[src/rtl/shared_tick_timer_arbiter.sv]
`default_nettype none
// ============================================================================
//  Module   : shared_tick_timer_arbiter
//  Purpose  : One CNT_W-bit up-counter shared round-robin among N_REQ
//             requesters. A granted requester's delay runs for len+1 ticks.
//             The winner then receives a one-cycle done pulse.
//  Ports    : clk   - rising-edge clock
//             rst   - asynchronous active-low reset
//             clr   - synchronous abort of the current timing (highest priority)
//             req   - per-requester request level, held until its gnt rises
//             len   - per-requester terminal count, slice i at [i*CNT_W +: CNT_W]
//             gnt   - one-hot grant, high while the winner's delay runs
//             done  - one-cycle completion pulse to the winner
//             busy  - high while a delay is running
//             count - current counter value
//  Revision : 1.0 - initial release
// ============================================================================
module shared_tick_timer_arbiter #(
    parameter int N_REQ = 4,
    parameter int CNT_W = 8
) (
    input  logic                     clk,
    input  logic                     rst,
    input  logic                     clr,
    input  logic [N_REQ-1:0]         req,
    input  logic [N_REQ*CNT_W-1:0]   len,
    output logic [N_REQ-1:0]         gnt,
    output logic [N_REQ-1:0]         done,
    output logic                     busy,
    output logic [CNT_W-1:0]         count
);

    localparam int                 c_IDX_W = $clog2(N_REQ);
    // One extra bit so that last+k (up to 2*N_REQ-1) cannot overflow.
    localparam logic [c_IDX_W:0]   c_N_EXT = (c_IDX_W+1)'(N_REQ);
    localparam logic [N_REQ-1:0]   c_ONE   = {{(N_REQ-1){1'b0}}, 1'b1};

    typedef enum logic [0:0] {
        S_IDLE = 1'b0,
        S_RUN  = 1'b1
    } state_t;

    state_t                 state_q, state_d;
    logic [N_REQ-1:0]       gnt_q, gnt_d;
    logic [N_REQ-1:0]       done_q, done_d;
    logic [CNT_W-1:0]       count_q, count_d;
    logic [CNT_W-1:0]       len_l_q, len_l_d;
    logic [c_IDX_W-1:0]     last_q, last_d;

    logic [CNT_W-1:0]       w_len_arr [N_REQ];
    logic                   w_found;
    logic [c_IDX_W-1:0]     w_win;
    logic [c_IDX_W:0]       w_cand;

    generate
        for (genvar gi = 0; gi < N_REQ; gi++) begin : g_len_slice
            assign w_len_arr[gi] = len[gi*CNT_W +: CNT_W];
        end
    endgenerate

    // Round-robin pick: scan last+1, last+2, ... modulo N_REQ, first set bit wins.
    always_comb begin
        w_found = 1'b0;
        w_win   = '0;
        w_cand  = '0;
        for (int k = 1; k <= N_REQ; k++) begin
            w_cand = {1'b0, last_q} + (c_IDX_W+1)'(k);
            if (w_cand >= c_N_EXT) begin
                w_cand = w_cand - c_N_EXT;
            end
            if (!w_found && req[w_cand[c_IDX_W-1:0]]) begin
                w_found = 1'b1;
                w_win   = w_cand[c_IDX_W-1:0];
            end
        end
    end

    always_comb begin
        state_d = state_q;
        gnt_d   = gnt_q;
        done_d  = '0;
        count_d = count_q;
        len_l_d = len_l_q;
        last_d  = last_q;

        if (clr) begin
            // Abort: no done pulse, pointer untouched.
            state_d = S_IDLE;
            gnt_d   = '0;
            count_d = '0;
        end else begin
            case (state_q)
                S_IDLE: begin
                    if (w_found) begin
                        state_d = S_RUN;
                        gnt_d   = c_ONE << w_win;
                        len_l_d = w_len_arr[w_win];
                        count_d = '0;
                        last_d  = w_win;
                    end
                end
                S_RUN: begin
                    if (count_q != len_l_q) begin
                        count_d = count_q + 1'b1;
                    end else begin
                        // gnt_q is the winner's one-hot, reused as the done mask.
                        done_d  = gnt_q;
                        gnt_d   = '0;
                        count_d = '0;
                        state_d = S_IDLE;
                    end
                end
                default: begin
                    state_d = S_IDLE;
                    gnt_d   = '0;
                    count_d = '0;
                end
            endcase
        end
    end

    always_ff @(posedge clk or negedge rst) begin
        if (!rst) begin
            state_q <= S_IDLE;
            gnt_q   <= '0;
            done_q  <= '0;
            count_q <= '0;
            len_l_q <= '0;
            last_q  <= c_IDX_W'(N_REQ-1);
        end else begin
            state_q <= state_d;
            gnt_q   <= gnt_d;
            done_q  <= done_d;
            count_q <= count_d;
            len_l_q <= len_l_d;
            last_q  <= last_d;
        end
    end

    assign gnt   = gnt_q;
    assign done  = done_q;
    assign count = count_q;
    assign busy  = (state_q == S_RUN);

endmodule
`default_nettype wire

[config.mk]
export PLATFORM = sky130hd
export DESIGN_NAME = shared_tick_timer_arbiter
export DESIGN_NICKNAME = d
export VERILOG_FILES = /design/src/rtl/shared_tick_timer_arbiter.sv
export SDC_FILE = /design/constraint.sdc
export NUM_CORES = 1
export LEC_CHECK = 0
export ABC_AREA = 1
export BUFFER_PORTS_ARGS = -buffer_cell sky130_fd_sc_hd__clkbuf_2
export CELL_PAD_IN_SITES_DETAIL_PLACEMENT = 1
export CELL_PAD_IN_SITES_GLOBAL_PLACEMENT = 2
export CORE_MARGIN = 2
export CORE_UTILIZATION = 30
export DETAILED_ROUTE_END_ITERATION = 8
export HOLD_SLACK_MARGIN = 0.06
export PLACE_DENSITY = 0.84
export REMOVE_ABC_BUFFERS = 1
export SKIP_CTS_REPAIR_TIMING = 1
export SLEW_MARGIN = 15
export SYNTH_ARGS = -nofsm -noshare
export SYNTH_HDL_FRONTEND = slang
export SYNTH_SLANG_ARGS = --single-unit
[constraint.sdc]
create_clock -name clk -period 4.42 [get_ports clk]
set_clock_uncertainty 0.15 [all_clocks]
set_input_delay 0.221 -clock clk [delete_from_list [all_inputs] [get_ports clk]]
set_output_delay 0.221 -clock clk [all_outputs]
set_load 0.01 [all_outputs]
==> qor.yml <==
status: "completed"
clkSinkCount: 27
num_io_pins: 56
synthFlopType: "dfrtp_1"
dp.cells: 387
synth_edf_count: 0
power_density_nw_per_um2: 659
nets: 359
dr_total_vias: 1797
fin_util_pct: 37.9
grt_pass1_wl_um: 8840
viasPerCell: 4.57
peakVddDrop_mv: 0.299
fin_ws_ns: 1.79
min_period_over_period_pct: 59.4
drive_gt1_share_pct: 28.9
crit_type: "reg -> reg"
synth.area.top_cells: "dfrtp_1, nand2_1, inv_1"
hold_viol_final: 0
chipWidth_um: 83.5
rows: 28
synthTopCellsByCount: "nand2_1, inv_1, dfrtp_1"
tns_ns: 0
synth-async-reset-ratio_pct: 100
ys_seq_area_share_pct: 35.8
path_max_fanout: 11
core_area_um2: 6030
synth-seq-cells: 27
grt_pass1_vias: 1861
cap_viol_max_count: 0
slew_violations: 0
rsz0062_at_grt: "no"
drtIter0Drc: 51
numCtsBuffers: 3
multi_input_area_um2: 976
grt_max_degree: 29
layout.cells.non_filler: 393
htreeDepth: 1
initial_core_util_pct: 31.5
total_power_w: 0.00150
fillers: 789
die-area_um2: 6970
fmax_mhz: 381
cp-start-kind: "flip-flop"
yosysMostFrequentCell: "nand2_1"
worstSkewPairLatency_ns: 0.28
yosysWarnings: 0
gp_congestion: 0.774
slew_headroom_pct: 53.2
netlist.area_leader.share_pct: 33.0
drtPass1Iterations: 4
avgSynthCellArea_um2: 7.23
p_leak_nw: 1.28
period_needed_ns: 2.63
root_buffer: "clkbuf_8"
crit_arrival_ns: 2.64
ant_nets: 0
grt_use_total_pct: 15.2
tightest_slew_ns: 0.702
post-place-ws_ns: 1.79
grt_overflow_total: 0
antenna_found_initial: 0
synth.largest_area_cell: "dfrtp_1"
areaGrowthSynthToFinish_pct: 20.4
syn_inst: 262
critPathCaptureType: "flip-flop"
cts_tree: "yes"
seq_area_um2: 678
drc: 0
synth_area_um2: 1900
drt-total-wl_um: 5000
num_antenna_cells: 0
path_clk_slew_ns: 0.10
io_buffer_count: 55
cp.required_ns: 4.44
setup_viol: 0
clk_path_buf_depth: 2
synth_cell_types: 35
dp_hpwl_um: 4010
hold_class: "in -> reg"
wl_per_cell_um: 12.7
dieHeight_um: 83.5
-- where the power goes --
| part | internal [W] | switching (W) | leakage (nW) |
|---|---|---|---|
| Sequential | 0.000327 | 0.0000790 | 0.353 |
| Clock | 0.0000643 | 0.0000882 | 0.0217 |
| Combinational | 0.000314 | 0.000630 | 0.901 |
| Total | 0.000706 | 0.000797 | 1.28 |
-- layer usage --
layer	up-vias	global-route usage (%)	routed length [um]	part of all wire (%)
met5	-	0	0	0
met4	0	3.96	59	1.2
met3	5	1.78	202	4.0
met2	47	24.9	2310	46
met1	813	21.5	2430	49
li1	932	-	-	-
-- critical path: stages, from the launching register on --
cell	delay, ns
dfstp_2	0.68
inv_4	0.09
nand2_1	0.07
nand2_1	0.09
nand2_2	0.11
nand2_4	0.08
nor3_2	0.20
nand2_1	0.08
nand2_1	0.31
inv_1	0.23
nand2_2	0.20
nor2_1	0.06
nand2_1	0.08
nand3_2	0.07
-- worst paths after layout --
path	slack (ns)	end	depth (start not counted)	startpoint
worst min-delay path	0.05	len_l_q[2]	3	len[2]
min in group asynchronous	0.35	count[0]	2	rst
worst max-delay path	1.79	len_l_q[5]	13	last_q[0]
worst min register to register	0.38	len_l_q[6]	2	len_l_q[6]
max in group asynchronous	3.32	gnt[3]	2	rst
worst max register to register	1.79	len_l_q[5]	13	last_q[0]
-- cell type report --
cell class,count,area share (%)
tap,75,4.11
clock buffer,3,1.81
timing repair buffer,57,12.9
inverter,50,8.33
sequential,27,29.7
multi-input combinational,180,42.8
clock inverter,1,0.329
-- registers in the layout, summed over array words and instances (netlist names) --
name     cells
gnt          4
len_l_q      8
busy         1
count        8
last_q       2
done         4
-- logic make-up (layout without fill, tap and decap cells) --
group | after synthesis | in the layout | share of synthesized area (%)
flops | 27 | 27 | 35.8
buf+inv | 55 | 111 | 12.7
simple gates | 148 | 148 | 39.5
fa+ha+maj | 1 | 1 | 0.660
compound gates | 21 | 21 | 6.67
xor+xnor | 10 | 10 | 4.62
-- metrics by stage --
step	area, um2	hold slack [ns]
2_1_floorplan	1840	-0.225
3_3_place_gp	2210	0.140
3_5_place_dp	2210	0.156
4_1_cts	2260	-0.157
5_1_grt	2280	0.0740
6_report	2280	0.0497
-- layout by cell type, fill, tap and decap left out --
master	instances
a21boi_0	1
a21oi_1	3
and3_1	2
clkbuf_2	55
clkbuf_8	3
clkinvlp_4	1
dfrtp_1	25
dfstp_2	2
dlygate4sd3_1	2
ha_1	1
inv_1	46
inv_2	3
inv_4	1
nand2_1	76
nand2_2	9
nand2_4	2
nand2_8	1
nand3_1	22
nand3_2	5
nand3b_1	1
nand4_1	5
nand4_4	1
nor2_1	9
nor2_2	4
nor2_4	2
nor3_1	7
nor3_2	1
o211ai_1	4
o21ai_0	7
o21ai_1	1
o21ai_2	1
o22ai_1	4
or2_2	1
xnor2_1	8
xor2_1	2
No activity file was read; power rests on OpenSTA's default activity.
